<file path="src/rtl/sram_ctl.sv">
// Clocked request/acknowledge engine for external asynchronous SRAM.
// Every pin is registered; the top level owns the tri-state data pads.
//
// state  | meaning
// IDLE   | pins released, waiting for req
// SETUP  | address, chip enable, lanes (and write data) applied; strobes high
// STROBE | oe_n or we_n low for RD_WAIT / WR_WAIT cycles
// HOLD   | strobes high, ack pulsed; write pins held for data hold time
module sram_ctl #(
  parameter int ADDR_W  = 18,
  parameter int CS_BITS = 1,
  parameter int RD_WAIT = 2,
  parameter int WR_WAIT = 2,
  localparam int NCS  = 1 << CS_BITS,
  localparam int WA_W = ADDR_W - 1 - CS_BITS
) (
  input  logic              clk,
  input  logic              reset_n,
  input  logic              req,
  input  logic              we,
  input  logic              byte_op,
  input  logic [ADDR_W-1:0] addr,
  input  logic [15:0]       wdata,
  output logic [15:0]       rdata,
  output logic              ready,
  output logic              ack,
  output logic [WA_W-1:0]   ram_a,
  output logic [NCS-1:0]    ram_ce_n,
  output logic              ram_oe_n,
  output logic              ram_we_n,
  output logic              ram_ub_n,
  output logic              ram_lb_n,
  output logic [15:0]       ram_dq_out,
  output logic              ram_dq_oe,
  input  logic [15:0]       ram_dq_in
);

  localparam logic [1:0] IDLE   = 2'd0;
  localparam logic [1:0] SETUP  = 2'd1;
  localparam logic [1:0] STROBE = 2'd2;
  localparam logic [1:0] HOLD   = 2'd3;

  localparam int MAX_WAIT = (RD_WAIT > WR_WAIT) ? RD_WAIT : WR_WAIT;
  localparam int CNT_W    = $clog2(MAX_WAIT + 1);
  localparam logic [CNT_W-1:0] RD_LD = CNT_W'(RD_WAIT - 1);
  localparam logic [CNT_W-1:0] WR_LD = CNT_W'(WR_WAIT - 1);

  logic [1:0]        state, state_nx;
  logic [CNT_W-1:0]  cnt;
  logic              q_we, q_byte;
  logic [ADDR_W-1:0] q_addr;
  logic [15:0]       q_wdata;

  logic              accept, last_strobe;
  logic              cur_we, cur_byte;
  logic [ADDR_W-1:0] cur_addr;
  logic [15:0]       cur_wdata, cur_dq;
  logic              cur_ub_n, cur_lb_n;
  logic [NCS-1:0]    ce_sel_n;

  assign accept      = ready & req;
  assign last_strobe = (state == STROBE) && (cnt == '0);

  // Pins for SETUP are computed from the request being accepted at this edge.
  assign cur_we    = accept ? we      : q_we;
  assign cur_byte  = accept ? byte_op : q_byte;
  assign cur_addr  = accept ? addr    : q_addr;
  assign cur_wdata = accept ? wdata   : q_wdata;
  assign cur_ub_n  = cur_byte & ~cur_addr[0];
  assign cur_lb_n  = cur_byte &  cur_addr[0];
  assign cur_dq    = cur_byte ? {cur_wdata[7:0], cur_wdata[7:0]} : cur_wdata;

  generate
    if (CS_BITS == 0) begin : g_one_cs
      assign ce_sel_n = '0;
    end else begin : g_multi_cs
      assign ce_sel_n = ~(NCS'(1) << cur_addr[ADDR_W-1 -: CS_BITS]);
    end
  endgenerate

  always_comb begin
    state_nx = IDLE;
    case (state)
      IDLE:    state_nx = accept ? SETUP : IDLE;
      SETUP:   state_nx = STROBE;
      STROBE:  state_nx = last_strobe ? HOLD : STROBE;
      HOLD:    state_nx = accept ? SETUP : IDLE;
      default: state_nx = IDLE;
    endcase
  end

  always_ff @(posedge clk or negedge reset_n) begin
    if (!reset_n) begin
      state      <= IDLE;
      cnt        <= '0;
      q_we       <= 1'b0;
      q_byte     <= 1'b0;
      q_addr     <= '0;
      q_wdata    <= '0;
      ready      <= 1'b1;
      ack        <= 1'b0;
      rdata      <= '0;
      ram_a      <= '0;
      ram_ce_n   <= '1;
      ram_oe_n   <= 1'b1;
      ram_we_n   <= 1'b1;
      ram_ub_n   <= 1'b1;
      ram_lb_n   <= 1'b1;
      ram_dq_out <= '0;
      ram_dq_oe  <= 1'b0;
    end else begin
      state <= state_nx;
      ready <= (state_nx == IDLE) || (state_nx == HOLD);
      ack   <= (state_nx == HOLD);

      if (accept) begin
        q_we    <= we;
        q_byte  <= byte_op;
        q_addr  <= addr;
        q_wdata <= wdata;
      end

      if (state == SETUP)
        cnt <= q_we ? WR_LD : RD_LD;
      else if (state == STROBE)
        cnt <= cnt - CNT_W'(1);

      if (last_strobe && !q_we)
        rdata <= q_byte ? {8'h00, (q_addr[0] ? ram_dq_in[15:8] : ram_dq_in[7:0])}
                        : ram_dq_in;

      ram_oe_n <= 1'b1;
      ram_we_n <= 1'b1;
      case (state_nx)
        SETUP: begin
          ram_a     <= cur_addr[ADDR_W-CS_BITS-1:1];
          ram_ce_n  <= ce_sel_n;
          ram_ub_n  <= cur_ub_n;
          ram_lb_n  <= cur_lb_n;
          ram_dq_oe <= cur_we;
          if (cur_we)
            ram_dq_out <= cur_dq;
        end
        STROBE: begin
          ram_oe_n <= q_we;
          ram_we_n <= ~q_we;
        end
        HOLD: begin
          // A write keeps everything driven so data outlives the we_n rise.
          if (!q_we) begin
            ram_ce_n <= '1;
            ram_ub_n <= 1'b1;
            ram_lb_n <= 1'b1;
          end
        end
        default: begin
          ram_ce_n  <= '1;
          ram_ub_n  <= 1'b1;
          ram_lb_n  <= 1'b1;
          ram_dq_oe <= 1'b0;
        end
      endcase
    end
  end

endmodule

</file>
<file path="config.mk">
export PLATFORM = sky130hd
export DESIGN_NAME = sram_ctl
export DESIGN_NICKNAME = d
export VERILOG_FILES = /design/src/rtl/sram_ctl.sv
export SDC_FILE = /design/constraint.sdc
export NUM_CORES = 1
export LEC_CHECK = 0
export ABC_AREA = 1
export BUFFER_PORTS_ARGS = -buffer_cell sky130_fd_sc_hd__buf_2
export CORE_UTILIZATION = 45
export DETAILED_ROUTE_END_ITERATION = 6
export PLACE_DENSITY = 0.73
export SLEW_MARGIN = 30
export SYNTH_ARGS = -nofsm -noshare
export SYNTH_HDL_FRONTEND = slang
export SYNTH_SLANG_ARGS = --single-unit
</file>
<file path="constraint.sdc">
create_clock -name clk -period 1.99 [get_ports clk]
set_input_delay 0.4975 -clock clk [delete_from_list [all_inputs] [get_ports clk]]
set_output_delay 0.4975 -clock clk [all_outputs]
set_load 0.03 [all_outputs]
</file>
== Yosys cells after proc, flatten, opt, wreduce, memory -nomap -nowiden ==
Index checks and enable logic that the tools add are counted.
Operators by class
  add/subtract/negate cells: 1
  $mul: 0
  divide/modulo/power cells: 0
  $lt $le $gt $ge: 0
  equality and inequality tests: 7
  shift operators: 1
  muxes and demuxes: 20
  bitwise operators: 7
  reduce and logical (&&, ||, !) cells: 12
Operators by type and width (number)
  2-to-1 mux 16 bit: 3
  2-to-1 mux 18 bit: 1
  one-hot mux 2 bit (3 select lines): 2
  equality test 2 bit (second input constant): 4
  2-to-1 mux 8 bit: 1
  2-to-1 mux 1 bit: 7
  zero test 2 bit: 3
  2-to-1 mux 2 bit: 3
  one-hot mux 1 bit (3 select lines): 2
  equality test 2 x 1 -> 1 bit (second input constant): 2
  AND reduction 2 bit: 2
  OR reduction 2 bit: 2
  bitwise AND 1 bit: 3
  inverter 1 bit: 3
  logical AND 1 bit: 2
  inequality test 2 bit (second input constant): 1
  inverter 2 bit: 1
  one-hot mux 1 bit (2 select lines): 1
  nonzero test 2 bit: 1
  left shift 1 x 1 -> 2 bit (first input constant): 1
  subtractor 2 x 1 -> 2 bit (second input constant): 1
  zero test 1 bit: 1
  logical OR 1 bit: 1
Storage, ports and cells
  bits in registers: 97
  latch bits: 0
  bits in writable memories: 0
  memory bits (read-only): 0
  bits of input ports: 55
  output and inout bits: 57
  memories: 0

== Longest topological paths before layout ==
Gate-level depths: netlist of the first run.
  depth in word-level cells: 7
  mapped depth: 11
  mapped depth without buffers: 11

== Worst setup path before layout of the first run ==
Ideal clock, no wire load.
  kind: register -> register
  from: reg ready
  to: reg ram_a[0]
  data arrival time: 2.070 ns
  required time: 1.908 ns
  path slack: -0.162 ns
  cell stages (with the launch flop): 10
  buffers on the path: 4
  cell sequence: dfstp_2 -> buf_4 -> buf_4 -> nand3_1 -> a21oi_1 -> ha_1 -> buf_2 -> clkbuf_1 -> nor2_1 -> a31oi_1
Between the ends
  word-level cells in the longest chain between the ends: 4
  elaborated cells on any way between the ends: 5
  those cells by class: eq/ne (1); mux (3); bitwise (1)
Ends and longest elaborated chain
  start, declared: RTL line 25  | output logic ready,
  start signal, assigned: RTL line 113  | ready <= (state_nx == IDLE) || (state_nx == HOLD);
  bitwise AND 1 bit: RTL line 61  | assign accept = ready & req;
  2-to-1 mux 1 bit: RTL line 84, 87
  one-hot mux 2 bit (3 select lines): RTL line 83  | case (state)
  via state_nx[0]: RTL line 48  | logic [1:0] state, state_nx;
  equality test 2 x 1 -> 1 bit: RTL line 134  | case (state_nx)
  end signal, assigned: RTL line 136  | ram_a <= cur_addr[ADDR_W-CS_BITS-1:1];
  end, declared: RTL line 27  | output logic [WA_W-1:0] ram_a,
The timed path passes the listed nets, and every way through them passes these cells.
A chain may end at the register's enable or synchronous reset.

== Worst setup path after layout of the first run ==
  from: reg ready
  to: out ready
No word-level cell between the ends.

==> results.json, run 1 <==
{
  "setup-tns-final_ns": 0,
  "leakage_power_of_the_design_nw": 2.82,
  "setup.reg_to_reg.worst_slack_ns": 0.12,
  "final-instance-count-excl-fill": 700,
  "die_area_um2": 9670,
  "setup_repair_after_global_routing_missed_its_margin": "no",
  "yosysWarnings": 0,
  "path_max_fanout": 20,
  "slew_margin_rel_pct": 68.8,
  "die_h_um": 98.3,
  "peakVddDrop_uv": 808,
  "first_global_vias": 3155,
  "cells_along_the_critical_path": "buf_4 -> buf_2",
  "cts_tree": "done",
  "netlist-cell-type-count": 23,
  "period_minus_slack_ns": 1.93,
  "placement.setup.worst_slack_ns": -0.0180,
  "worst_hold_path_type": "input pin to async pin",
  "finalSetupViolCount": 0,
  "post-route-drc-count": 8,
  "path_clk_slew_ns": 0.10,
  "routability_congestion": 0.828,
  "proportion_of_layout_cells_with_a_drive_suffix_above_1_pct": 27.7,
  "critical_path_top_delay_cell": "sky130_fd_sc_hd__dfstp_2",
  "crit_path_end_kind": "primary output",
  "fmax_ghz": 0.519,
  "worst-endpoint-arrival_ns": 1.43,
  "insertion_delay_ns": 0.35,
  "status": "finished with violations",
  "avgSynthCellArea_um2": 8.81,
  "core_um2": 8850,
  "top_level_ports": 112,
  "numCtsBuffers": 9,
  "violations_in_the_final_reports": "DRC",
  "global_route_usage_sum_pct": 20.1,
  "cpPeakStageDelay_ns": 0.58,
  "firstDrtPassIters": 7,
  "cp.required_ns": 1.49,
  "post_synthesis_net_count": 535,
  "flow.area_growth_from_synthesis_pct": 23.8,
  "finalCoreUtilization_pct": 58.4,
  "ys_seq_area_share_pct": 58.3,
  "timing.critical_path.from_type": "register",
  "clk_root_buffer_cell": "sky130_fd_sc_hd__clkbuf_8",
  "reg2reg_depth": 8,
  "rows": 34,
  "syn_area_um2": 4180,
  "cts_hold_repair.buffers": 0,
  "route.vias.total": 3428,
  "antenna_cells": 0,
  "die_width_um": 98.3,
  "synthCells": 474,
  "cap_viol_max_count": 0,
  "htreeDepth": 3,
  "slew_viol_final": 0,
  "cts.path.max_buffers": 2,
  "numPortBuffers": 111,
  "vias_per_cell": 4.90,
  "globalRoute.totalOverflow": 0,
  "avgRoutedWirePerCell_um": 13.5,
  "final_nets": 648,
  "timing_worst_setup_path_type": "register to primary output",
  "final.setup_skew_ns": 0.0121,
  "final.fill_count": 819,
  "synth_register_bits": 97,
  "timing.final.ws_setup_ns": 0.0642,
  "report.final.hold_viol_count": 0,
  "initial_core_util_pct": 47.2,
  "place_inst": 683,
  "postRouteWirelength_um": 9460,
  "post-route-period-util_pct": 96.8,
  "drt.antenna.violating_nets": 0,
  "power_per_cell_area_nw_per_um2": 1840,
  "drtIter0Drc": 189,
  "cts_num_sinks": 97,
  "timing_worst_slew_pin_value_ns": 0.468,
  "dp.final_hpwl_um": 6630,
  "antenna_found_initial": 0,
  "grt_max_degree": 35,
  "wire_length_of_the_first_global_routing_pass_um": 15200
}
==> power breakdown <==
group | switching, W | leakage [nW] | internal [W] | total (W)
Sequential | 0.000473 | 1.14 | 0.00295 | 0.00342
Clock | 0.000685 | 0.122 | 0.000961 | 0.00165
Combinational | 0.00303 | 1.56 | 0.00139 | 0.00442
==> state kept, by name, summed over array words and instances (netlist names), 2 cells and up <==
register    count
q_wdata        16
ram_ce_n        2
cnt             2
ram_a          16
q_addr         18
state           2
rdata          16
ram_dq_out     16
==> critical path: cells and delay by family, from the launching register on <==
family	cells	cell delay (ns)
DFF	1	0.58
buffers and inverters	2	0.50
==> through the flow <==
step | hold WS, ns | instance area (µm²) | power, W
global route | 0.0986 | 5170 | 0.0101
finish | 0.0840 | 5170 | 0.00949
global placement | 0.449 | 4840 | 0.00759
floorplan | 0.202 | 4190 | 0.00655
CTS | 0.0850 | 5110 | 0.00937
detailed placement | 0.453 | 4840 | 0.00771
==> final timing paths <==
kind,start,end
min in group clk,ram_dq_in[14],rdata[14]$_DFFE_PN0P_
setup reg to reg,state[1]$_DFF_PN0_,ram_dq_out[8]$_DFFE_PN0P_
hold / removal,reset_n,ram_a[1]$_DFFE_PN0N_
hold reg to reg,q_addr[12]$_DFF_PN0_,q_addr[12]$_DFF_PN0_
setup / recovery,ready$_DFF_PN1_,ready
max in group asynchronous,reset_n,q_addr[8]$_DFF_PN0_
==> synthesized netlist by cell type <==
cell,count,area share [%]
sky130_fd_sc_hd__a21oi_1,4,0.48
sky130_fd_sc_hd__nor2_1,29,2.6
sky130_fd_sc_hd__clkbuf_1,4,0.36
sky130_fd_sc_hd__or2_2,1,0.15
sky130_fd_sc_hd__o21ai_2,1,0.21
sky130_fd_sc_hd__nand3_2,1,0.24
sky130_fd_sc_hd__dfstp_2,7,4.4
sky130_fd_sc_hd__clkinv_1,1,0.090
sky130_fd_sc_hd__buf_2,7,0.84
sky130_fd_sc_hd__o21ai_1,9,1.1
sky130_fd_sc_hd__o21ai_0,1,0.12
sky130_fd_sc_hd__buf_4,4,0.72
sky130_fd_sc_hd__nand2_2,2,0.30
sky130_fd_sc_hd__nand3_1,62,7.4
sky130_fd_sc_hd__dfrtp_1,90,54
sky130_fd_sc_hd__o22ai_1,1,0.15
sky130_fd_sc_hd__nor2_2,1,0.15
sky130_fd_sc_hd__nand2_1,148,13
sky130_fd_sc_hd__a31oi_1,25,3.7
sky130_fd_sc_hd__inv_1,61,5.5
sky130_fd_sc_hd__ha_1,6,1.8
sky130_fd_sc_hd__nor2_4,1,0.27
sky130_fd_sc_hd__buf_6,8,2.2
==> what timing repair did <==
action / CTS / global route
gates resized for setup: 1 / 13
setup endpoints to repair: 13 / 37
pin swaps: 1 / 3
setup buffers: 0 / 1
gates cloned: 0 / 0
==> cell families after synthesis <==
family	after synthesis	share of synthesized area [%]
buffers and inverters	85	9.65
flip-flops	97	58.3
AO/OA/AOI/OAI	41	5.78
AND/OR/NAND/NOR	245	24.4
adder cells (fa/ha/maj)	6	1.80
==> routing by layer <==
metal	part of all wire (%)	global-route usage (%)	wire [µm]	vias up
met5	0	0	0	-
met4	1.1	6.89	108	0
met1	46	28.4	4320	1606
met2	48	31.9	4560	103
li1	-	-	-	1709
met3	5.0	3.01	469	10
==> placed cells by master, fill, tap and decap left out, types with 2 or more instances in the layout <==
| cell type | n |
|---|---|
| sky130_fd_sc_hd__a21oi_1 | 3 |
| sky130_fd_sc_hd__a31oi_1 | 25 |
| sky130_fd_sc_hd__buf_12 | 3 |
| sky130_fd_sc_hd__buf_2 | 110 |
| sky130_fd_sc_hd__buf_4 | 10 |
| sky130_fd_sc_hd__bufinv_16 | 4 |
| sky130_fd_sc_hd__clkbuf_8 | 9 |
| sky130_fd_sc_hd__clkinvlp_4 | 3 |
| sky130_fd_sc_hd__dfrtp_1 | 90 |
| sky130_fd_sc_hd__dfstp_2 | 7 |
| sky130_fd_sc_hd__ha_1 | 3 |
| sky130_fd_sc_hd__ha_4 | 2 |
| sky130_fd_sc_hd__inv_1 | 60 |
| sky130_fd_sc_hd__nand2_1 | 147 |
| sky130_fd_sc_hd__nand2_2 | 2 |
| sky130_fd_sc_hd__nand3_1 | 60 |
| sky130_fd_sc_hd__nand3_2 | 3 |
| sky130_fd_sc_hd__nor2_1 | 28 |
| sky130_fd_sc_hd__nor2_2 | 2 |
| sky130_fd_sc_hd__o21ai_1 | 9 |
==> layout make-up <==
| cell class | count | area (µm²) | area share [%] |
|---|---|---|---|
| sequential | 97 | 2440 | 47.1 |
| multi-input combinational | 292 | 1390 | 26.9 |
| timing repair buffer | 125 | 712 | 13.8 |
| inverter | 62 | 233 | 4.50 |
| clock inverter | 7 | 143 | 2.76 |
| tap | 108 | 135 | 2.61 |
| clock buffer | 9 | 124 | 2.40 |
No activity file was read; power rests on OpenSTA's default activity.
==> run 2: changes to the inputs <==
--- a/config.mk
+++ b/config.mk
@@ -7,9 +7,10 @@
 export LEC_CHECK = 0
 export ABC_AREA = 1
 export BUFFER_PORTS_ARGS = -buffer_cell sky130_fd_sc_hd__buf_2
-export CORE_UTILIZATION = 45
+export CORE_MARGIN = 2
+export CORE_UTILIZATION = 40
 export DETAILED_ROUTE_END_ITERATION = 6
-export PLACE_DENSITY = 0.73
+export PLACE_DENSITY = 0.66
 export SLEW_MARGIN = 30
 export SYNTH_ARGS = -nofsm -noshare
 export SYNTH_HDL_FRONTEND = slang
==> results.json, run 2 (synthesis results as in run 1) <==
{
  "initial_core_util_pct": 40.8,
  "avgRoutedWirePerCell_um": 13.4,
  "max_reg_flops": 18,
  "worst-endpoint-arrival_ns": 1.41,
  "htreeDepth": 3,
  "wire_length_of_the_first_global_routing_pass_um": 16500,
  "cap_viol_max_count": 0,
  "worstReg2RegEnd": "ram_ce_n[0]$_DFFE_PN1P_",
  "finalCoreUtilization_pct": 50.2,
  "power_per_cell_area_nw_per_um2": 1800,
  "final.setup_skew_ns": 0.0146,
  "largest-register": "q_addr",
  "core_um2": 10200,
  "flow.area_growth_from_synthesis_pct": 23.0,
  "cts.path.max_buffers": 2,
  "die_area_um2": 11300,
  "global_route_usage_sum_pct": 18.5,
  "drtIter0Drc": 194,
  "cpPeakStageDelay_ns": 0.55,
  "leakage_power_of_the_design_nw": 2.81,
  "cells_along_the_critical_path": "buf_4 -> buf_2",
  "reg2reg_depth": 9,
  "timing.critical_path.from_type": "register",
  "rows": 37,
  "path_max_fanout": 19,
  "die_width_um": 106,
  "dp.final_hpwl_um": 6980,
  "insertion_delay_ns": 0.37,
  "globalRoute.totalOverflow": 0,
  "slew_margin_rel_pct": 68.7,
  "numPortBuffers": 111,
  "cts_num_sinks": 97,
  "proportion_of_layout_cells_with_a_drive_suffix_above_1_pct": 27.3,
  "path_clk_slew_ns": 0.10,
  "first_global_vias": 3429,
  "grt_max_degree": 36,
  "top_level_ports": 112,
  "slew_viol_final": 0,
  "drt.antenna.violating_nets": 0,
  "timing_worst_setup_path_type": "register to primary output",
  "total_power_w": 0.00925,
  "finalSetupViolCount": 0,
  "report.final.hold_viol_count": 0,
  "route.vias.total": 3460,
  "cp.required_ns": 1.49,
  "worst_hold_path_type": "input pin to async pin",
  "finished_cell_area_um2": 5140,
  "firstDrtPassIters": 5,
  "fmax_ghz": 0.524,
  "mostFrequentLayoutCell": "sky130_fd_sc_hd__nand2_1",
  "period_minus_slack_ns": 1.91,
  "timing_worst_slew_pin_value_ns": 0.470,
  "die_h_um": 106,
  "r2r-start": "state[1]$_DFF_PN0_",
  "antenna_found_initial": 0,
  "final_nets": 649,
  "critical_path_top_delay_cell": "sky130_fd_sc_hd__dfstp_2",
  "post-route-period-util_pct": 96.0,
  "clk_root_buffer_cell": "sky130_fd_sc_hd__clkbuf_8",
  "postRouteWirelength_um": 9770,
  "dpl_cell_area_um2": 4860,
  "status": "complete, no violations",
  "cts_tree": "done",
  "vias_per_cell": 4.75,
  "fin_hold_ws_ns": 0.0705,
  "most-common-layout-cells": "sky130_fd_sc_hd__nand2_1, sky130_fd_sc_hd__buf_2, sky130_fd_sc_hd__dfrtp_1",
  "antenna_cells": 0,
  "setup.reg_to_reg.worst_slack_ns": 0.08,
  "post-route-drc-count": 0,
  "numCtsBuffers": 9,
  "cts_hold_repair.buffers": 0,
  "routability_congestion": 0.804,
  "crit_path_end_kind": "primary output",
  "peakVddDrop_uv": 658
}
-- run 2: changes by cell type in the layout (fill, tap and decap cells not counted), moves of 2 or more --
cell and change:
sky130_fd_sc_hd__bufinv_16 -2, sky130_fd_sc_hd__nand3_2 -2, sky130_fd_sc_hd__buf_4 +4, sky130_fd_sc_hd__nand3_1 +2, sky130_fd_sc_hd__buf_12 -2
-- run 2: worst max-delay path, delay by kind of cell, from the launching register on --
kind,cells,cell delay (ns)
DFF,1,0.55
buffers and inverters,2,0.48
-- run 2: area by class of cell --
type	instances	area [µm²]
clock inverters	6	88.8
clock buffers	10	138
well taps	136	170
flip-flops and latches	97	2440
multi-input cells	292	1390
fillers	1007	5090
inverters	62	233
repair buffers	126	687
-- run 2: repair_timing --
item,in CTS,in global routing
cloned,0,0
pin swaps,0,2
setup buffers,0,1
gates resized for setup,0,10
endpoints found under the setup margin,11,34
-- run 2: how the worst max path moves through the flow --
stage | end | start | slack [ns] | depth (start not counted)
floorplan | ram_dq_out[5]$_DFFE_PN0P_ | ready$_DFF_PN1_ | 0.005 | 10
global placement | ram_dq_out[5]$_DFFE_PN0P_ | state[0]$_DFF_PN0_ | 0.11 | 8
detailed placement | ram_dq_out[4]$_DFFE_PN0P_ | state[0]$_DFF_PN0_ | -0.01 | 8
CTS | ram_dq_out[4]$_DFFE_PN0P_ | state[0]$_DFF_PN0_ | -0.03 | 8
global route | ram_ce_n[0]$_DFFE_PN1P_ | state[1]$_DFF_PN0_ | -0.02 | 9
finish | ready | ready$_DFF_PN1_ | 0.08 | 2
-- run 2: metal layers --
layer | share of wire, % | wire, µm | track usage [%]
met1 | 46 | 4540 | 24.7
met2 | 47 | 4590 | 29.7
met3 | 4.7 | 456 | 3.68
met4 | 1.9 | 183 | 7.24
met5 | 0 | 0 | 0
-- run 2: per-stage QoR --
| stage | setup slack [ns] | TNS (ns) | instances |
|---|---|---|---|
| floorplan | 0.00467 | 0 | 474 |
| global placement | 0.112 | 0 | 712 |
| detailed placement | -0.0130 | -0.0444 | 712 |
| CTS | -0.0257 | -0.141 | 728 |
| global route | -0.0172 | -0.0415 | 729 |
| finish | 0.0803 | 0 | 729 |
-- run 2: power breakdown --
| group | switching [W] | total (W) | internal (W) |
|---|---|---|---|
| Combinational | 0.00303 | 0.00440 | 0.00137 |
| Sequential | 0.000466 | 0.00342 | 0.00295 |
| Clock | 0.000692 | 0.00144 | 0.000744 |
| Total | 0.00419 | 0.00925 | 0.00506 |
